File: config.mk
export PLATFORM = sky130hd
export DESIGN_NAME = hazard_ctrl
export DESIGN_NICKNAME = d
export VERILOG_FILES = /design/src/rtl/hazard_ctrl.sv
export SDC_FILE = /design/constraint.sdc
export NUM_CORES = 1
export LEC_CHECK = 0
export CORE_MARGIN = 1.5
export CORE_UTILIZATION = 62
export CTS_CLUSTER_DIAMETER = 150
export DETAILED_ROUTE_END_ITERATION = 7
export DONT_BUFFER_PORTS = 1
export GPL_TIMING_DRIVEN = 0
export PLACE_DENSITY = 0.78
export SLEW_MARGIN = 25
export SYNTH_ARGS = -nofsm -noshare
export SYNTH_HDL_FRONTEND = slang
export SYNTH_SLANG_ARGS = --single-unit
File: constraint.sdc
create_clock -name clk -period 3.8 [get_ports clk]
set_clock_uncertainty 0.15 [all_clocks]
set_input_delay 0.19 -clock clk [delete_from_list [all_inputs] [get_ports clk]]
set_output_delay 0.19 -clock clk [all_outputs]
set_load 0.05 [all_outputs]
File: src/rtl/hazard_ctrl.sv
// Pipeline hazard/stall/flush controller with memory-wait FSM and stall counter.
// Define FORWARDING_EN to enable the EX-stage forwarding unit (load-use stalls only).
`ifndef REG_FILE_DEPTH
`define REG_FILE_DEPTH 4
`endif

module hazard_ctrl #(
    parameter int MEM_TIMEOUT     = 64,
    parameter int STALL_CNT_WIDTH = 16
) (
    input  logic                         clk,
    input  logic                         rst,
    input  logic                         id_valid,
    input  logic [`REG_FILE_DEPTH-1:0]   id_src1,
    input  logic [`REG_FILE_DEPTH-1:0]   id_src2,
    input  logic                         id_two_src,
    input  logic [`REG_FILE_DEPTH-1:0]   ex_dst,
    input  logic                         ex_wb_en,
    input  logic                         ex_mem_read,
    input  logic                         ex_branch,
    input  logic [`REG_FILE_DEPTH-1:0]   ex_src1,
    input  logic [`REG_FILE_DEPTH-1:0]   ex_src2,
    input  logic [`REG_FILE_DEPTH-1:0]   mem_dst,
    input  logic                         mem_wb_en,
    input  logic [`REG_FILE_DEPTH-1:0]   wb_dst,
    input  logic                         wb_wb_en,
    input  logic                         mem_req,
    input  logic                         mem_ready,
    output logic                         freeze,
    output logic                         flush_if,
    output logic                         flush_id,
    output logic                         freeze_mem,
    output logic [1:0]                   fwd_sel1,
    output logic [1:0]                   fwd_sel2,
    output logic                         mem_error,
    output logic [STALL_CNT_WIDTH-1:0]   stall_cycles
);

    localparam int REG_W  = `REG_FILE_DEPTH;
    localparam int WAIT_W = $clog2(MEM_TIMEOUT + 1);

    typedef enum logic [1:0] {IDLE, MEM_WAIT, ERROR} state_t;

    state_t                       state_reg, state_next;
    logic [WAIT_W-1:0]            wait_cnt_reg, wait_cnt_next;
    logic                         mem_error_reg;
    logic [STALL_CNT_WIDTH-1:0]   stall_cycles_reg;

    logic [1:0][REG_W-1:0]        id_src;
    logic [1:0]                   id_used;
    logic [1:0]                   ex_hit;
    logic [1:0][1:0]              fwd_sel;
    logic                         hz;
    logic                         mem_stall;

    assign id_src = {id_src2, id_src1};

    // Operand 0 is always read; operand 1 only when the instruction uses two sources.
    generate
        for (genvar gi = 0; gi < 2; gi++) begin : g_id_match
            if (gi == 0) begin : g_first
                assign id_used[gi] = id_valid;
            end else begin : g_second
                assign id_used[gi] = id_valid && id_two_src;
            end
            assign ex_hit[gi] = id_used[gi] && ex_wb_en && (ex_dst == id_src[gi]);
        end
    endgenerate

`ifdef FORWARDING_EN
    logic [1:0][REG_W-1:0] ex_src;
    assign ex_src = {ex_src2, ex_src1};

    // MEM holds the younger result, so it wins over WB.
    generate
        for (genvar gi = 0; gi < 2; gi++) begin : g_fwd
            assign fwd_sel[gi] = (mem_wb_en && (mem_dst == ex_src[gi])) ? 2'd1 :
                                 (wb_wb_en  && (wb_dst  == ex_src[gi])) ? 2'd2 : 2'd0;
        end
    endgenerate

    assign hz = ex_mem_read && (|ex_hit);
`else
    logic [1:0] mem_hit;

    generate
        for (genvar gi = 0; gi < 2; gi++) begin : g_nofwd
            assign mem_hit[gi] = id_used[gi] && mem_wb_en && (mem_dst == id_src[gi]);
            assign fwd_sel[gi] = 2'd0;
        end
    endgenerate

    assign hz = (|ex_hit) || (|mem_hit);

    logic unused_fwd_inputs;
    assign unused_fwd_inputs = ^{ex_src1, ex_src2, wb_dst, wb_wb_en, ex_mem_read};
`endif

    assign mem_stall = (state_reg == ERROR) ? 1'b1 : (mem_req && !mem_ready);

    always_comb begin
        freeze     = 1'b0;
        flush_if   = 1'b0;
        flush_id   = 1'b0;
        freeze_mem = 1'b0;
        fwd_sel1   = 2'd0;
        fwd_sel2   = 2'd0;
        if (!rst) begin
            fwd_sel1 = fwd_sel[0];
            fwd_sel2 = fwd_sel[1];
            if (mem_stall) begin
                freeze     = 1'b1;
                freeze_mem = 1'b1;
            end else if (ex_branch) begin
                flush_if = 1'b1;
                flush_id = 1'b1;
            end else if (hz) begin
                freeze   = 1'b1;
                flush_id = 1'b1;
            end
        end
    end

    always_comb begin
        state_next    = state_reg;
        wait_cnt_next = wait_cnt_reg;
        case (state_reg)
            IDLE: begin
                if (mem_req && !mem_ready) begin
                    state_next    = MEM_WAIT;
                    wait_cnt_next = WAIT_W'(1);
                end
            end
            MEM_WAIT: begin
                if (mem_ready) begin
                    state_next    = IDLE;
                    wait_cnt_next = '0;
                end else if (wait_cnt_reg == WAIT_W'(MEM_TIMEOUT)) begin
                    state_next = ERROR;
                end else begin
                    wait_cnt_next = wait_cnt_reg + WAIT_W'(1);
                end
            end
            ERROR:   state_next = ERROR;
            default: state_next = IDLE;
        endcase
    end

    always_ff @(posedge clk) begin
        if (rst) begin
            state_reg        <= IDLE;
            wait_cnt_reg     <= '0;
            mem_error_reg    <= 1'b0;
            stall_cycles_reg <= '0;
        end else begin
            state_reg    <= state_next;
            wait_cnt_reg <= wait_cnt_next;
            if (state_next == ERROR) begin
                mem_error_reg <= 1'b1;
            end
            // Saturate instead of wrapping so long stalls never read as short ones.
            if (freeze && (stall_cycles_reg != '1)) begin
                stall_cycles_reg <= stall_cycles_reg + STALL_CNT_WIDTH'(1);
            end
        end
    end

    assign mem_error    = mem_error_reg;
    assign stall_cycles = stall_cycles_reg;

endmodule

==> results.md, run 1 <==
- Largest cells by area after synthesis: dfxtp_1 (35%), xor2_1 (8.2%), nand2_1 (4.8%)
- EDFF count, synth: 0
- Worst-margin pin slew: 0.955 ns
- Drt drc: 0
- Die ar.: 0.00271 mm2
- Tmin final: 2.88 ns
- Skew-Pair Late Insertion Delay: 0.32 ns
- Setup-failing EPs final: 0
- Drt total wl: 3.14 mm
- Fin crit share: 75.7%
- Worst min path class: primary input to register
- Fraction of the mapped netlist area in adder cells: 2.51%
- CTS tree: built
- Min-Delay Startpoint: mem_ready
- Area leader, netlist: dfxtp_1
- Critical Setup Path Class: register to register
- Chip Height: 52.1 um
- Worst Hold Path EP: wait_cnt_reg[1]
- Overall routing resource usage: 22.7%
- R2R cell count: 10
- Filler cell count: 190
- Clock transition at path regs: 0.15 ns
- Share of cells above drive strength 1: 8.29%
- Slew HR: 36.7%
- Hold_ws: 0.0992 ns
- Synth top area share: 34.8%
- Worst setup EP type: register
- Reg2reg start: stall_cycles[0]
- Largest net degree at the start of global routing: 15
- Die X: 52.1 um
- First-pass GRT wire length: 4.83 mm
- DP HPWL: 2.49 mm
- Top cell by count, worst path: nor2_1
- Multi-input gate area in the final layout: 920 um2
- PortBufs: 0
- Yosys warnings: 0
- Slowest cell on crit path: dfxtp_1
- CP Max Fanout: 10
- DP Worst Slack: 0.974 ns
- Combinational family with the most area after synthesis: simple AND/OR/NAND/NOR gates
- Fraction of synthesized cell area in xor and xnor cells: 12.3%
- Register area: 520 um2
- Multiplexer share of the synthesized area: 2.68%
- Register area share after synthesis: 34.8%
- Final #Nets: 236
- TritonCTS Buffers: 3
- Max-slew violations: 0
- Fraction of registers with async set/reset: 0%
- Synth cell count leaders: dfxtp_1 (26), nand2_1 (19), nor2_1 (15)
- Worst reg2reg setup slack: 0.92 ns
- Status: completed
- Post-synth cell types: 40
- Initial antenna violation count: 0
- Root Buffer Master: clkbuf_4
- CTS Sinks: 26
- Pwr dens: 306 mW/mm2
- Core footprint: 0.00223 mm2
- Worst Setup Start Kind: register
- Hold path depth: 4
- RSZ-0062 raised after global routing: false
- Fmax achieved: 348 MHz
- FF-to-FF End: stall_cycles[3]
- Most numerous cell in the Yosys netlist: dfxtp_1
- Area Growth Syn to Fin: 7.62%
- Worst setup margin: 0.924 ns
- Critical Path RT: 3.91 ns
- Routed Antenna Nets: 0
- Max-cap violations: 0
- Worst VDD drop: 0.206 mV
- Number of global-route vias before repair: 1214
- WP data arrival: 2.99 ns
- Mapped Cells: 184
- Detailed Routing Iterations Pass 1: 4
- Final Util: 72.0%
- Initial Util: 66.9%
- Longest Clk Path Bufs: 2
- Initial drt markers: 27
- H-Tree Depth: 1
- Drt wl/cell: 14.2 um
- Cells along the critical path: ha_1 -> nand2_1 -> nor2_1 -> nand3_1 -> nor3b_1 -> nor2_1 -> o21ai_1 -> buf_2 -> o21ai_0 -> a21oi_1
- Setup TNS: 0 ns
- Ant diodes: 0
- Total number of vias: 1368
- Ports: 64
- Compound-Gate Fraction of Synth Area: 17.1%
- Mapped Area: 0.00149 mm2
- Synth Flop Type: dfxtp_1
- GRT Residual Overflow: 0
- Syn Area/Cell: 8.12 um2
- #FFs+latches synth: 26
- Num rows: 17
- Fin. Hold Viols: 0
- Pleak: 0.609 nW
- Max FFs per register: 16
- Post-cts repair resize count: 0
- Via density: 6.19
- Simple-gate share of the synthesized area: 25.2%
- Gp weighted congestion: 0.838
- Delay of the slowest cell on the worst path: 0.74 ns
==> layout make-up <==
cell class	instances	area share, %
tap	28	2.18
buffer	8	2.88
sequential	26	32.4
inverter	8	1.87
multi-input combinational	145	57.2
clock buffer	4	2.26
timing repair buffer	2	1.25
==> cell families (layout without fill, tap and decap cells) <==
logic type      after synthesis  count (layout)
mux                           4               4
other cells                   1               4
simple gates                 73              73
xor+xnor                     21              21
buf+inv                      16              22
flops                        26              26
fa+ha+maj                     3               3
compound gates               40              40
==> what timing repair did <==
| item | CTS | global route |
|---|---|---|
| setup buffers | 0 | 0 |
| hold endpoints to repair | 2 | 0 |
| hold buffers | 2 | 0 |
| setup endpoints to repair | 0 | 0 |
==> worst max-delay path by stage <==
stage,from,end,slack [ns],cells after the start
final,stall_cycles[0],stall_cycles[3],0.92,10
after global routing,stall_cycles[1],stall_cycles[3],0.68,10
after CTS,stall_cycles[0],stall_cycles[3],0.93,10
after detailed placement,stall_cycles[0],stall_cycles[3],0.97,10
after global placement,stall_cycles[0],stall_cycles[3],1.04,10
after floorplan,stall_cycles[0],stall_cycles[3],1.36,10
==> worst max-delay path, delay by kind of cell (launching register included) <==
family	cells	cell delay [ns]
and+or+nand+nor	5	0.85
buffers and inverters	1	0.28
adders and majority gates	1	0.30
DFF	1	0.74
AOI/OAI and AO/OA	3	0.48
==> cells in the final DEF, fill, tap and decap left out, types with 2 or more instances in the layout <==
master	Yosys	routed
o2111ai_1	2	2
a31oi_1	2	2
nand4_1	2	2
o211ai_1	3	3
clkbuf_1	3	3
o21ai_1	2	2
nand2_1	19	19
nor2_1	15	15
mux2i_1	4	4
nor3_2	1	2
inv_1	8	8
xnor2_1	7	7
dlygate4sd3_1	0	2
nand2b_1	2	2
or3_1	5	5
dfxtp_1	26	26
and3_1	7	7
ha_1	3	3
clkbuf_4	0	3
nor4_1	3	3
a21oi_1	11	11
xor2_1	14	14
buf_4	4	4
o21ai_0	8	8
o31ai_1	4	4
o41ai_1	2	2
conb_1	1	4
nand3_1	11	11
==> routing by layer <==
layer  routed length (um)  vias up  global-route usage, %
met4                    0        0                   2.63
li1                     -      669                      -
met2                 1600       56                   41.4
met5                    0        -                      0
met1                 1280      643                   26.9
met3                  260        0                   6.32
==> report_power, final <==
part	total (mW)	switching, mW	internal (mW)
sequential	0.282	0.00707	0.275
clock	0.142	0.0839	0.0586
combinational	0.0667	0.0433	0.0233
total	0.491	0.134	0.357
==> metrics by stage <==
stage,total power [mW],instances,instance area (um2)
3_5_place_dp,0.353,215,1550
2_1_floorplan,0.343,187,1510
5_1_grt,0.511,221,1610
6_report,0.491,221,1610
4_1_cts,0.494,221,1610
3_3_place_gp,0.350,215,1540
Note: power is estimated with default switching activity, not from simulation.
==> run 2, diff against run 1 <==
--- a/config.mk
+++ b/config.mk
@@ -5,13 +5,14 @@
 export SDC_FILE = /design/constraint.sdc
 export NUM_CORES = 1
 export LEC_CHECK = 0
+export ABC_AREA = 1
 export CORE_MARGIN = 1.5
-export CORE_UTILIZATION = 62
+export CORE_UTILIZATION = 57
 export CTS_CLUSTER_DIAMETER = 150
 export DETAILED_ROUTE_END_ITERATION = 7
 export DONT_BUFFER_PORTS = 1
 export GPL_TIMING_DRIVEN = 0
-export PLACE_DENSITY = 0.78
+export PLACE_DENSITY = 0.75
 export SLEW_MARGIN = 25
 export SYNTH_ARGS = -nofsm -noshare
 export SYNTH_HDL_FRONTEND = slang
==> constraint.sdc (replaced) <==
create_clock -name clk -period 2.4 [get_ports clk]
set_clock_uncertainty 0.15 [all_clocks]
set_input_delay 0.12 -clock clk [delete_from_list [all_inputs] [get_ports clk]]
set_output_delay 0.12 -clock clk [all_outputs]
set_load 0.05 [all_outputs]
==> results.md, run 2 <==
- Post-CTS setup buffer count: 0 (unchanged)
- Area leader, netlist: dfxtp_1
- Fin. Hold Viols: 0 (unchanged)
- Share of cells above drive strength 1: 10.5% (+2.2 points)
- GRT Residual Overflow: 0 (unchanged)
- Multiplexer share of the synthesized area: 0% (-2.7 points)
- Most numerous cell in the Yosys netlist: nand2_1
- Slew HR: 30.8% (-5.9 points)
- PortBufs: 0 (unchanged)
- Met3 WL post-DR: 207 um (-20%)
- Syn Area/Cell: 6.32 um2 (-22%)
- Routed Antenna Nets: 0 (unchanged)
- DR WL met2: 1.65 mm (+2.9%)
- Fraction of the mapped netlist area in adder cells: 2.09% (-0.42 points)
- Core footprint: 0.00303 mm2 (+36%)
- Setup-failing EPs final: 0 (unchanged)
- Synth top area share: 29.0% (-5.8 points)
- Fraction of synthesized cell area in xor and xnor cells: 9.27% (-3.0 points)
- RSZ-0062 raised after global routing: false
- Root Buffer Master: clkbuf_4
- DP Worst Slack: -0.234 ns (-1.21 ns)
- Setup TNS: 0 ns (unchanged)
- Skew-Pair Late Insertion Delay: 0.33 ns (about the same)
- Drt wl/cell: 10.9 um (-23%)
- H-Tree Depth: 1 (unchanged)
- Max FFs per register: 16 (unchanged)
- DP HPWL: 2.87 mm (+15%)
- Num rows: 20 (+3)
- Initial drt markers: 87 (+220%)
- Metal-1 WL: 1.81 mm (+41%)
- Mapped Cells: 284 (+54%)
- Die X: 59.1 um (+13%)
- Number of global-route vias before repair: 1545 (+27%)
- Ant diodes: 0 (unchanged)
- Worst-margin pin slew: 1.04 ns (+0.0860 ns)
- Drt total wl: 3.70 mm (+18%)
- EDFF count, synth: 0 (unchanged)
- Status: completed
- Worst setup margin: 0.135 ns (-0.789 ns)
- Register area share after synthesis: 29.0% (-5.8 points)
- Largest cells by area after synthesis: dfxtp_1 (29%), nand2_1 (16%), a21oi_1 (7.5%)
- Die ar.: 0.00349 mm2 (+29%)
- Worst VDD drop: 0.247 mV (+20%)
- Most common cell after layout, fill and taps aside: nand2_1
- Total number of vias: 1693 (+24%)
- Final Util: 65.0% (-7.0 points)
- Uppermost layer routed: met4
- Ports: 64 (unchanged)
- WP data arrival: 1.99 ns (-1.00 ns)
- Synth Flop Type: dfxtp_1
- #FFs+latches synth: 26 (unchanged)
- Hold_ws: 0.0330 ns (-0.0662 ns)
- CP Max Fanout: 10 (unchanged)
- Critical Setup Path Class: primary input to output port
- Simple-gate share of the synthesized area: 37.0% (+12 points)
- Overall routing resource usage: 22.7% (-0.025 points)
- CTS tree: built
- TritonCTS Buffers: 3 (unchanged)
- Longest Clk Path Bufs: 2 (unchanged)
- Synth cell count leaders: nand2_1 (75), inv_1 (34), nor2_1 (34)
- Tmin final: 2.26 ns
- Chip Height: 59.1 um (+13%)
- Combinational family with the most area after synthesis: simple AND/OR/NAND/NOR gates
- Worst Setup Start Kind: primary input
- Yosys warnings: 0 (unchanged)
- Worst setup EP type: output port
- Final #Nets: 338 (+43%)
- Critical Path RT: 2.13 ns (-1.78 ns)
- Initial Util: 59.3% (-7.6 points)
- Mapped Area: 0.00179 mm2 (+20%)
- Initial antenna violation count: 0 (unchanged)
- Max-cap violations: 0 (unchanged)
- Fmax achieved: 442 MHz
- Fraction of registers with async set/reset: 0% (unchanged)
- Compound-Gate Fraction of Synth Area: 10.8% (-6.3 points)
- Max-slew violations: 0 (unchanged)
- Gp weighted congestion: 0.869 (+3.8%)
- First-pass GRT wire length: 6.25 mm (+29%)
- Clock transition at path regs: 0.14 ns (about the same)
- Worst min path class: primary input to register
- Pwr dens: 412 mW/mm2 (+35%)
- Via density: 4.99 (-19%)
- Detailed Routing Iterations Pass 1: 4 (unchanged)
- Post-synth cell types: 27 (-33%)
- Pleak: 0.840 nW (+38%)
- Final Power: 0.809 mW (+65%)
- Area Growth Syn to Fin: 9.62%
- Drt drc: 0 (unchanged)
- Largest net degree at the start of global routing: 15 (unchanged)
- Most frequent cells in the layout: nand2_1 (75), inv_1 (34), nor2_1 (33)
- Fin crit share: 94.4%
- CTS Sinks: 26 (unchanged)
-- run 2: changes by cell type after synthesis, sizes merged, moves of 4 or more --
cell / delta
or3: -5
inv: +29
buf: +4
nor2: +22
mux2i: -4
nand4: +4
a21oi: +16
nand2: +58
xor2: -4
and3: -7
nand3: +15
o31ai: -4
-- run 2: where the power goes --
part / internal (mW) / switching [mW] / total (mW)
clock network: 0.0929 / 0.135 / 0.228
logic: 0.0455 / 0.0900 / 0.135
registers: 0.436 / 0.00980 / 0.446
-- run 2: repair_timing --
action,in CTS,in global routing
setup endpoints to repair,13,14
pin swaps,0,1
hold buffers,4,0
resized for setup,4,11
endpoints found under the hold margin,11,0
-- run 2: layout make-up --
cell class	count	area, um2
buffer	10	76.3
timing repair buffer	4	40.0
inverter	37	139
clock buffer	4	36.3
fill	288	1060
tap	44	55.1
sequential	26	536
multi-input combinational	214	1080
-- run 2: final timing paths --
path                                      start               to  slack [ns]  cells past startpoint
worst min-delay path                        rst  wait_cnt_reg[6]        0.03                      2
worst min register to register  wait_cnt_reg[6]  wait_cnt_reg[6]        0.36                      2
worst max-delay path                  mem_ready           freeze        0.14                     10
worst max register to register  stall_cycles[8]  stall_cycles[8]        0.19                      9
-- run 2: critical path, cell delays in order --
cell	delay [ns]
dlygate4sd3_1	0.58
inv_1	0.11
nand2_1	0.05
o21ai_1	0.10
inv_1	0.10
nor2_4	0.32
inv_1	0.08
nand2_1	0.13
buf_4	0.19
buf_8	0.19
-- run 2: per-stage QoR --
| step | area, um2 | std cells |
|---|---|---|
| 4_1_cts | 1950 | 339 |
| 6_report | 1970 | 339 |
| 5_1_grt | 1970 | 339 |
| 3_3_place_gp | 1860 | 331 |
| 3_5_place_dp | 1860 | 331 |
| 2_1_floorplan | 1810 | 287 |
-- run 2: metal layers --
metal	vias up	track usage (%)
li1	914	-
met3	4	3.71
met1	734	32.2
met2	41	34.8
met5	-	0
met4	0	7.79
-- run 2: cell families (layout without fill, tap and decap cells) --
family | after synthesis | in the layout
simple gates | 151 | 151
other cells | 1 | 4
flops | 26 | 26
fa+ha+maj | 3 | 3
buf+inv | 47 | 55
xor+xnor | 19 | 19
compound gates | 37 | 37
